<file path="config.mk">
export PLATFORM = sky130hd
export DESIGN_NAME = tx_lane_ctrl_flat
export DESIGN_NICKNAME = d
export VERILOG_FILES = /design/src/rtl/tx_dphy_pkg.sv /design/src/rtl/tx_lane_ctrl_if.sv /design/src/rtl/tx_lane_timer.sv /design/src/rtl/tx_lane_ctrl.sv /design/src/flat_wrapper.sv
export SDC_FILE = /design/constraint.sdc
export NUM_CORES = 1
export LEC_CHECK = 0
export CORE_UTILIZATION = 40
export DETAILED_ROUTE_END_ITERATION = 6
export PLACE_DENSITY = 0.66
export SETUP_SLACK_MARGIN = 0.4
export SLEW_MARGIN = 20
export SYNTH_ARGS = -nofsm -noshare
export SYNTH_HDL_FRONTEND = slang
export SYNTH_HIERARCHICAL = 1
export SYNTH_SLANG_ARGS = --single-unit
</file>
<file path="constraint.sdc">
create_clock -name TX_DDR_clk -period 3.55 [get_ports TX_DDR_clk]
set_input_delay 0.5325 -clock TX_DDR_clk [delete_from_list [all_inputs] [get_ports TX_DDR_clk]]
set_output_delay 0.5325 -clock TX_DDR_clk [all_outputs]
set_load 0.005 [all_outputs]
</file>
<file path="src/rtl/tx_dphy_pkg.sv">
// Shared D-PHY transmit definitions: lane controller states, TX_HS_FSM state
// encodings and LP line-state codes.
package tx_dphy_pkg;

  // Controller state encodings are exposed on Ctrl_State and must stay fixed.
  localparam logic [2:0] CTRL_STOP_ENC       = 3'd0;
  localparam logic [2:0] CTRL_HS_RQST_ENC    = 3'd1;
  localparam logic [2:0] CTRL_HS_PREPARE_ENC = 3'd2;
  localparam logic [2:0] CTRL_HS_ACTIVE_ENC  = 3'd3;
  localparam logic [2:0] CTRL_HS_END_ENC     = 3'd4;
  localparam logic [2:0] CTRL_HS_EXIT_ENC    = 3'd5;

  typedef enum logic [2:0] {
    ST_STOP       = CTRL_STOP_ENC,
    ST_HS_RQST    = CTRL_HS_RQST_ENC,
    ST_HS_PREPARE = CTRL_HS_PREPARE_ENC,
    ST_HS_ACTIVE  = CTRL_HS_ACTIVE_ENC,
    ST_HS_END     = CTRL_HS_END_ENC,
    ST_HS_EXIT    = CTRL_HS_EXIT_ENC
  } ctrl_state_t;

  // TX_HS_FSM state encodings as reported on TX_HS_STATE.
  localparam logic [2:0] HS_STATE_IDLE  = 3'd0;
  localparam logic [2:0] HS_STATE_SOT   = 3'd1;
  localparam logic [2:0] HS_STATE_DATA  = 3'd2;
  localparam logic [2:0] HS_STATE_TRAIL = 3'd3;
  localparam logic [2:0] HS_STATE_EOT   = 3'd4;
  localparam logic [2:0] HS_STATE_EXIT  = 3'd5;

  // LP line states as {Dp, Dn}.
  localparam logic [1:0] LP11 = 2'b11;
  localparam logic [1:0] LP01 = 2'b01;
  localparam logic [1:0] LP00 = 2'b00;

  function automatic logic [1:0] lp_for_state(input ctrl_state_t st);
    logic [1:0] lp;
    lp = LP11;
    case (st)
      ST_HS_RQST:                              lp = LP01;
      ST_HS_PREPARE, ST_HS_ACTIVE, ST_HS_END:  lp = LP00;
      default:                                 lp = LP11;
    endcase
    return lp;
  endfunction

endpackage

</file>
<file path="src/rtl/tx_lane_ctrl_if.sv">
// Bundle between the protocol layer / TX_HS_FSM side and the lane controller.
interface tx_lane_ctrl_if;

  // PPI side
  logic       TxRequestHS;
  logic [7:0] TxDataHS;
  logic       TxReadyHS;

  // TX_HS_FSM side
  logic       TX_HS_READY;
  logic [2:0] TX_HS_STATE;
  logic       HS_Enable;
  logic [7:0] TX_BYTE_DATA;
  logic       TX_HS_END_DATA;

  // LP driver and status
  logic       LP_DP;
  logic       LP_DN;
  logic       Lane_Busy;
  logic       Err_Timeout;
  logic [2:0] Ctrl_State;

  modport slave (
    input  TxRequestHS, TxDataHS, TX_HS_READY, TX_HS_STATE,
    output TxReadyHS, HS_Enable, TX_BYTE_DATA, TX_HS_END_DATA,
           LP_DP, LP_DN, Lane_Busy, Err_Timeout, Ctrl_State
  );

  modport master (
    output TxRequestHS, TxDataHS, TX_HS_READY, TX_HS_STATE,
    input  TxReadyHS, HS_Enable, TX_BYTE_DATA, TX_HS_END_DATA,
           LP_DP, LP_DN, Lane_Busy, Err_Timeout, Ctrl_State
  );

endinterface

</file>
<file path="src/rtl/tx_lane_timer.sv">
// Loadable down-counter shared by the timed lane states and the HS_END timeout.
module tx_lane_timer #(
  parameter int CNT_W = 8
) (
  input  logic             TX_DDR_clk,
  input  logic             TX_rst_n,
  input  logic             load,
  input  logic [CNT_W-1:0] load_val,
  input  logic             dec,
  output logic             zero
);

  logic [CNT_W-1:0] count_reg;

  // Load wins over decrement; the count saturates at zero.
  always_ff @(posedge TX_DDR_clk or negedge TX_rst_n) begin
    if (!TX_rst_n) begin
      count_reg <= '0;
    end else if (load) begin
      count_reg <= load_val;
    end else if (dec && (count_reg != '0)) begin
      count_reg <= count_reg - 1'b1;
    end
  end

  assign zero = (count_reg == '0);

endmodule

</file>
<file path="src/rtl/tx_lane_ctrl.sv">
// D-PHY transmit lane sequencer: LP-11 -> LP-01 -> LP-00 HS entry, byte
// streaming into TX_HS_FSM, end-of-data handshake and LP-11 exit hold.
module tx_lane_ctrl
  import tx_dphy_pkg::*;
#(
  parameter int T_LPX        = 4,
  parameter int T_HS_PREPARE = 3,
  parameter int T_HS_EXIT    = 8,
  parameter int END_TIMEOUT  = 32,
  parameter int CNT_W        = 8
) (
  input  logic           TX_DDR_clk,
  input  logic           TX_rst_n,
  tx_lane_ctrl_if.slave  lane
);

  // Timers are loaded with T-1 so each timed state lasts exactly T cycles.
  localparam logic [CNT_W-1:0] LPX_LOAD     = CNT_W'(T_LPX - 1);
  localparam logic [CNT_W-1:0] PREPARE_LOAD = CNT_W'(T_HS_PREPARE - 1);
  localparam logic [CNT_W-1:0] EXIT_LOAD    = CNT_W'(T_HS_EXIT - 1);
  localparam logic [CNT_W-1:0] END_LOAD     = CNT_W'(END_TIMEOUT - 1);

  ctrl_state_t      state_reg, state_next;
  logic             hs_enable_reg, hs_enable_next;
  logic [7:0]       byte_reg, byte_next;
  logic             end_pulse_reg, end_pulse_next;
  logic [1:0]       lp_reg, lp_next;
  logic             busy_reg, busy_next;
  logic             err_reg, err_next;

  logic             timer_load;
  logic [CNT_W-1:0] timer_val;
  logic             timer_dec;
  logic             timer_zero;

  logic             req;
  logic             tx_ready;
  logic             hs_idle;

  assign req      = lane.TxRequestHS;
  assign hs_idle  = (lane.TX_HS_STATE == HS_STATE_IDLE);
  assign tx_ready = (state_reg == ST_HS_ACTIVE) && lane.TX_HS_READY && req;

  tx_lane_timer #(
    .CNT_W (CNT_W)
  ) u_timer (
    .TX_DDR_clk (TX_DDR_clk),
    .TX_rst_n   (TX_rst_n),
    .load       (timer_load),
    .load_val   (timer_val),
    .dec        (timer_dec),
    .zero       (timer_zero)
  );

  always_ff @(posedge TX_DDR_clk or negedge TX_rst_n) begin
    if (!TX_rst_n) begin
      state_reg     <= ST_STOP;
      hs_enable_reg <= 1'b0;
      byte_reg      <= 8'h00;
      end_pulse_reg <= 1'b0;
      lp_reg        <= LP11;
      busy_reg      <= 1'b0;
      err_reg       <= 1'b0;
    end else begin
      state_reg     <= state_next;
      hs_enable_reg <= hs_enable_next;
      byte_reg      <= byte_next;
      end_pulse_reg <= end_pulse_next;
      lp_reg        <= lp_next;
      busy_reg      <= busy_next;
      err_reg       <= err_next;
    end
  end

  always_comb begin
    state_next     = state_reg;
    hs_enable_next = 1'b0;
    byte_next      = byte_reg;
    end_pulse_next = 1'b0;
    err_next       = err_reg;
    timer_load     = 1'b0;
    timer_val      = '0;
    timer_dec      = (state_reg != ST_STOP);

    case (state_reg)
      ST_STOP: begin
        if (req) begin
          state_next = ST_HS_RQST;
          timer_load = 1'b1;
          timer_val  = LPX_LOAD;
        end
      end

      ST_HS_RQST: begin
        if (!req) begin
          state_next = ST_HS_EXIT;
          timer_load = 1'b1;
          timer_val  = EXIT_LOAD;
        end else if (timer_zero) begin
          state_next = ST_HS_PREPARE;
          timer_load = 1'b1;
          timer_val  = PREPARE_LOAD;
        end
      end

      ST_HS_PREPARE: begin
        if (!req) begin
          state_next = ST_HS_EXIT;
          timer_load = 1'b1;
          timer_val  = EXIT_LOAD;
        end else if (timer_zero) begin
          state_next     = ST_HS_ACTIVE;
          hs_enable_next = 1'b1;
        end
      end

      // Enable stays up into the first HS_END cycle alongside the END pulse.
      ST_HS_ACTIVE: begin
        hs_enable_next = 1'b1;
        if (!req) begin
          state_next     = ST_HS_END;
          end_pulse_next = 1'b1;
          timer_load     = 1'b1;
          timer_val      = END_LOAD;
        end else if (tx_ready) begin
          byte_next = lane.TxDataHS;
        end
      end

      // end_pulse_reg marks the first HS_END cycle, where idle is not yet trusted.
      ST_HS_END: begin
        if (!end_pulse_reg && hs_idle) begin
          state_next = ST_HS_EXIT;
          timer_load = 1'b1;
          timer_val  = EXIT_LOAD;
        end else if (timer_zero) begin
          state_next = ST_HS_EXIT;
          err_next   = 1'b1;
          timer_load = 1'b1;
          timer_val  = EXIT_LOAD;
        end
      end

      ST_HS_EXIT: begin
        if (timer_zero) begin
          state_next = ST_STOP;
        end
      end

      default: begin
        state_next = ST_STOP;
      end
    endcase

    lp_next   = lp_for_state(state_next);
    busy_next = (state_next != ST_STOP);
  end

  assign lane.TxReadyHS      = tx_ready;
  assign lane.HS_Enable      = hs_enable_reg;
  assign lane.TX_BYTE_DATA   = byte_reg;
  assign lane.TX_HS_END_DATA = end_pulse_reg;
  assign lane.LP_DP          = lp_reg[1];
  assign lane.LP_DN          = lp_reg[0];
  assign lane.Lane_Busy      = busy_reg;
  assign lane.Err_Timeout    = err_reg;
  assign lane.Ctrl_State     = state_reg;

endmodule

</file>
<file path="src/flat_wrapper.sv">
// flat-port wrapper written by rule: the top's interface ports become plain ports
module tx_lane_ctrl_flat import tx_dphy_pkg::*;
#(
  parameter int T_LPX        = 4,
  parameter int T_HS_PREPARE = 3,
  parameter int T_HS_EXIT    = 8,
  parameter int END_TIMEOUT  = 32,
  parameter int CNT_W        = 8
)
  (TX_DDR_clk, TX_rst_n, lane_TxRequestHS, lane_TxDataHS, lane_TX_HS_READY, lane_TX_HS_STATE, lane_TxReadyHS, lane_HS_Enable, lane_TX_BYTE_DATA, lane_TX_HS_END_DATA, lane_LP_DP, lane_LP_DN, lane_Lane_Busy, lane_Err_Timeout, lane_Ctrl_State);
  tx_lane_ctrl_if lane_i ();
  input  logic TX_DDR_clk;
  input  logic TX_rst_n;
  input wire logic [$bits(lane_i.TxRequestHS)-1:0] lane_TxRequestHS;
  input wire logic [$bits(lane_i.TxDataHS)-1:0] lane_TxDataHS;
  input wire logic [$bits(lane_i.TX_HS_READY)-1:0] lane_TX_HS_READY;
  input wire logic [$bits(lane_i.TX_HS_STATE)-1:0] lane_TX_HS_STATE;
  output wire logic [$bits(lane_i.TxReadyHS)-1:0] lane_TxReadyHS;
  output wire logic [$bits(lane_i.HS_Enable)-1:0] lane_HS_Enable;
  output wire logic [$bits(lane_i.TX_BYTE_DATA)-1:0] lane_TX_BYTE_DATA;
  output wire logic [$bits(lane_i.TX_HS_END_DATA)-1:0] lane_TX_HS_END_DATA;
  output wire logic [$bits(lane_i.LP_DP)-1:0] lane_LP_DP;
  output wire logic [$bits(lane_i.LP_DN)-1:0] lane_LP_DN;
  output wire logic [$bits(lane_i.Lane_Busy)-1:0] lane_Lane_Busy;
  output wire logic [$bits(lane_i.Err_Timeout)-1:0] lane_Err_Timeout;
  output wire logic [$bits(lane_i.Ctrl_State)-1:0] lane_Ctrl_State;
  assign lane_i.TxRequestHS = lane_TxRequestHS;
  assign lane_i.TxDataHS = lane_TxDataHS;
  assign lane_i.TX_HS_READY = lane_TX_HS_READY;
  assign lane_i.TX_HS_STATE = lane_TX_HS_STATE;
  assign lane_TxReadyHS = lane_i.TxReadyHS;
  assign lane_HS_Enable = lane_i.HS_Enable;
  assign lane_TX_BYTE_DATA = lane_i.TX_BYTE_DATA;
  assign lane_TX_HS_END_DATA = lane_i.TX_HS_END_DATA;
  assign lane_LP_DP = lane_i.LP_DP;
  assign lane_LP_DN = lane_i.LP_DN;
  assign lane_Lane_Busy = lane_i.Lane_Busy;
  assign lane_Err_Timeout = lane_i.Err_Timeout;
  assign lane_Ctrl_State = lane_i.Ctrl_State;
  tx_lane_ctrl #(.T_LPX(T_LPX), .T_HS_PREPARE(T_HS_PREPARE), .T_HS_EXIT(T_HS_EXIT), .END_TIMEOUT(END_TIMEOUT), .CNT_W(CNT_W)) u_core (.TX_DDR_clk(TX_DDR_clk), .TX_rst_n(TX_rst_n), .lane(lane_i));
endmodule
</file>
Word-level counts from Yosys, hierarchy flattened
Index checks and enable logic that the tools add are counted.
{ "classes": {"add_sub_neg": 1, "mul": 0, "n_div": 0, "magnitude_cmp": 0, "n_eq_ne": 9, "n_shift": 0, "n_mux": 30, "bitwise_logic": 1, "n_reduce_logical": 16} }
{ "ops": {"columns": ["cell", "count"], "rows": [
  ["one-hot mux 8 bit (5 select lines)", 1],
  ["two-way mux 3 bit", 11],
  ["two-way mux 8 bit", 4],
  ["one-hot mux 3 bit (6 select lines)", 1],
  ["equality test 3 x 2 -> 1 bit (second input constant)", 4],
  ["equality test 3 bit (second input constant)", 3],
  ["logical NOT 8 bit", 1],
  ["nonzero test 8 bit", 1],
  ["subtractor 8 x 1 -> 8 bit (second input constant)", 1],
  ["two-way mux 1 bit", 7],
  ["equality test 3 x 1 -> 1 bit (second input constant)", 2],
  ["logical NOT 3 bit", 2],
  ["AND reduction 3 bit", 2],
  ["nonzero test 3 bit", 2],
  ["two-way mux 5 bit", 1],
  ["logical AND 1 bit", 4],
  ["two-way mux 2 bit", 2],
  ["one-hot mux 1 bit (4 select lines)", 1],
  ["one-hot mux 2 bit (2 select lines)", 1],
  ["OR reduction 3 bit", 1],
  ["one-hot mux 1 bit (2 select lines)", 1],
  ["nonzero test 2 bit", 1],
  ["OR reduction 2 bit", 1],
  ["logical NOT 1 bit", 1],
  ["NOT 1 bit", 1]
]} }
{ "totals": {"register_bits": 25, "latch_bits": 0, "ramBits": 0, "rom_bits": 0, "inputBits": 15, "mem_count": 0} }

Logic depth before layout (Yosys ltp)
{ "depth": {"ltp_word": 7, "mapped_depth": 11, "ltp_nobuf": 10} }

By module
The synthesis kept the hierarchy.
{ "by_module_without_submodules": {"columns": ["mod", "n_inst", "cells_per_inst", "area_each_um2", "seq_area_each_um2"], "rows": [
  ["tx_lane_ctrl", 1, 81, 835.8, 427.9],
  ["tx_lane_timer", 1, 58, 528.0, 200.2]
]} }

Worst setup path after synthesis
OpenSTA, ideal clock, no wires.
{ "synth_timing": {"path_type": "reg-to-reg", "from": "register u_core.u_timer.count_reg[0]", "to": "register u_core.u_timer.count_reg[7]", "arrival_time_ns": 2.464, "setup_slack_ns": 0.960, "path_stages_with_launch": 11, "path_buffers": 1, "period_less_slack_ns": 2.590, "path_cell_list": "dfrtp_1 inv_1 ha_1 or3b_2 nor2_1 buf_2 nor2_1 and4bb_1 clkinv_1 o311a_1 a221o_1"} }
{ "synth_via": {"elab_chain_cells": 5, "elab_cells_between_ends": 11} }
{ "synth_rtl": {"columns": ["item", "line_no", "source"], "rows": [
  ["start: declaration", "tx_lane_timer.sv:13", "logic [CNT_W-1:0] count_reg;"],
  ["start signal: assignment", "tx_lane_timer.sv:20", "count_reg <= load_val;"],
  ["start signal: assignment", "tx_lane_timer.sv:22", "count_reg <= count_reg - 1'b1;"],
  ["logical NOT 8 bit (*)", "tx_lane_timer.sv:26", "assign zero = (count_reg == '0);"],
  ["net u_core.timer_zero", "tx_lane_ctrl.sv:34", "logic timer_zero;"],
  ["two-way mux 1 bit (*)", "tx_lane_ctrl.sv:99, tx_lane_ctrl.sv:136", null],
  ["two-way mux 1 bit, on equally long branches", "tx_lane_ctrl.sv:132, tx_lane_ctrl.sv:95", null],
  ["one-hot mux 1 bit (4 select lines) (*)", "tx_lane_ctrl.sv:85", "case (state_reg)"],
  ["net u_core.timer_load", "tx_lane_ctrl.sv:31", "logic timer_load;"],
  ["two-way mux 8 bit or nonzero test 2 bit (tied branches)", null, null]
]} }
The timed path passes the listed nets; every way through them passes the cells marked *. The select of a mux whose other input is x is not followed.
A chain may end at the register's enable or synchronous reset.

Final worst setup path
Ends and elaborated chain as after synthesis.

==> results.tsv <==
stage	metric	value	unit
finish	synth-to-layout area growth	29.8	%
synthesis	YS warnings	6	
finish	Diodes inserted	0	
synthesis	Post-synth EDFFs	0	
sta	# setup viols final	0	
sta	Hold Violations, Final	0	
clocking	htree depth	1	
clocking	Reg clk slew, reported paths	150	ps
worst_hold_path	Hold Crit Class	reg2reg	
synthesis	synth unique cells	42	
critical_path	Worst setup EP type	register	
global_routing	largest net degree at the start of global routing	26	
sta	Max Fclk	0.341	GHz
floorplanning	core area	3150	um2
clocking	CTS tree	built	
sta	RSZ-0062 raised after global routing	false	
floorplanning	initial core utilization	0.433	
global_routing	M2 GR Usage	0.286	
placed_design	Placed Instances	211	
sta	fin crit share	0.827	
critical_path	max incr delay on CP	500	ps
synthesis	FF+latch count, synth	25	
sta	worst rel slew slack	0.529	
synthesis	Mapped Cells	139	
placed_design	global placer's final weighted congestion	0.800	
clocking	CTS sink count	25	
critical_path	CP Class	reg2reg	
synthesis	Synth Flop Type	dfrtp_1	
sta	Tmin final	2940	ps
clocking	CTS Root Cell	clkbuf_4	
global_routing	Congestion Overflow GR	0	
detailed_routing	drt wl/cell	13.4	um
floorplanning	row count	20	
global_routing	vias in the first global route	1071	
synthesis	Avg Inst Size Synth	9.81	um2
floorplanning	die area	3650	um2
clocking	CTS resizes	1	
critical_path	crit path launch type	register	
clocking	Hold Buf Count CTS	0	
finish	Final Net Count	189	
floorplanning	die height	60.4	um
sta	Worst Skew	9.38	ps
detailed_routing	initial DRC count	14	
clocking	clock buffer depth	2	
synthesis	sequential share of the synthesized area	0.461	
finish	Finished Core Util	0.562	
synthesis	ys async rst share	1.00	
detailed_routing	DRT Pass-1 Iters	4	
detailed_routing	DRC viols	0	
critical_path	worst-path fanout max	14	
detailed_routing	antenna viol nets, final	0	
detailed_routing	via/cell ratio	5.40	
critical_path	cell-by-cell trace of the critical path	inv_1, ha_1, or3b_2, nor2_1, buf_4, nor2b_1, o21ai_0, and4bb_4, clkinvlp_4, o311a_1, a221o_1	
detailed_routing	vias	1160	
clocking	Skew-Pair Late Insertion Delay	320	ps
critical_path	slowest CP cell	or3b_2	
placed_design	post-DP HPWL	2.05	mm
power	Peak VDD IR	0.217	mV
global_routing	Tot GR Track Use	0.175	
global_routing	initial antenna violation count	0	
critical_path	CP required	3780	ps
floorplanning	Die X-Extent	60.4	um
global_routing	met1 Usage GRT	0.230	
clocking	postcts setup bufs	0	
power	power density cells	508	nW/um2
clocking	TritonCTS Buffers	3	
status	status	complete, no violations	
sta	Sum Neg Setup Slack	0	ps
finish	layout cells sized above 1	0.135	
job	Max-Cap Viols	0	
sta	Max Slew Vio Count	0	
global_routing	met3 track demand over resource	0.0320	
global_routing	global-route wire length before repair	4.79	mm
critical_path	worst path arrival time	3160	ps
finish	Cell Count, Final, Fillers Out	215	
sta	Worst-Margin Slew	700	ps
power	static leakage	0.744	nW
global_routing	Most Crowded Layer GR	met2	
placed_design	number of port buffers	32	
detailed_routing	final wirelength	2.88	mm
synthesis	synthesized area	1360	um2
floorplanning	I/O pins	33	
[per-stage QoR]
| step | hold slack (ps) | cell area, um2 | total power (W) | worst slack [ps] |
|---|---|---|---|---|
| after floorplan | 237 | 1370 | 0.000662 | 960 |
| after global placement | 474 | 1730 | 0.000755 | 448 |
| after detailed placement | 471 | 1730 | 0.000771 | 337 |
| after CTS | 516 | 1760 | 0.000902 | 481 |
| after global routing | 540 | 1770 | 0.000977 | 408 |
| final | 504 | 1770 | 0.000900 | 614 |
[logic make-up after synthesis]
kind of cell	Yosys count	synth area share
AOI/OAI and AO/OA	32	0.161
xor gates and xnor gates	1	0.00642
adders and majority gates	2	0.0183
buffers and inverters	14	0.0422
DFF	25	0.461
muxes	8	0.0661
other	1	0.00275
and+or+nand+nor	56	0.243
[layout by cell type (no fill, tap or decap), drive strengths merged, types with 3 or more instances in the layout]
master          n
o21ai           7
nor3            7
mux2            8
clkbuf          3
clkdlybuf4s50  31
inv             4
nand2           4
nor2           13
dfrtp          23
nor3b           4
or4             4
buf             3
conb            3
nor2b           5
nand3           5
a21oi           9
nand4           4
[where the power goes]
| group | switching [W] | internal, W |
|---|---|---|
| clock network | 0.0000878 | 0.0000430 |
| logic | 0.000170 | 0.000168 |
| registers | 0.0000821 | 0.000349 |
[worst paths after layout]
kind,start,end,slack (ps),cells after the start
setup / recovery,u_core/u_timer/count_reg[0],u_core/u_timer/count_reg[7],610,11
hold / removal,u_core/lane.Err_Timeout,u_core/lane.Err_Timeout,500,1
max in group asynchronous,TX_rst_n,u_core/lp_reg[0],2700,2
hold reg to reg,u_core/lane.Err_Timeout,u_core/lane.Err_Timeout,500,1
min in group asynchronous,TX_rst_n,u_core/u_timer/count_reg[6],560,2
setup reg to reg,u_core/u_timer/count_reg[0],u_core/u_timer/count_reg[7],610,11
[cells in the mapped netlist, types with 2 or more instances]
master / instances / share of area
o21ai_0: 7 / 0.026
nor2_1: 13 / 0.036
mux2_2: 8 / 0.066
nor2b_1: 5 / 0.023
nand4_1: 3 / 0.014
a221o_1: 2 / 0.015
and4bb_1: 2 / 0.018
o31ai_1: 2 / 0.011
clkbuf_1: 5 / 0.014
or3_1: 2 / 0.0092
buf_2: 4 / 0.015
ha_1: 2 / 0.018
nand2_1: 4 / 0.011
nor3b_1: 4 / 0.022
or4_1: 3 / 0.017
inv_1: 4 / 0.011
a21oi_1: 9 / 0.033
a31oi_1: 2 / 0.0092
nand3_1: 5 / 0.018
nor3_1: 7 / 0.026
nor4_1: 2 / 0.0092
dfstp_2: 2 / 0.039
dfrtp_1: 23 / 0.42
[layer usage]
layer  vias up  routed length [um]
li1        576                   -
met1       562                1360
met2        20                1420
met3         2                  85
met4         0                  14
met5         -                   0
[critical path, delay by kind of cell (launching register included)]
kind | cells | cell delay [ps]
simple gates | 4 | 1050
compound gates | 3 | 600
buf+inv | 3 | 540
flops | 1 | 430
fa+ha+maj | 1 | 210
[cell type report]
type,count,area (um2)
Fill cell,301,1380
Multi-Input combinational cell,102,689
Sequential cell,25,628
Timing Repair Buffer,35,345
Tap cell,44,55.1
Clock buffer,3,22.5
Inverter,5,22.5
Clock inverter,1,7.51
Note: power is estimated with default switching activity, not from simulation.
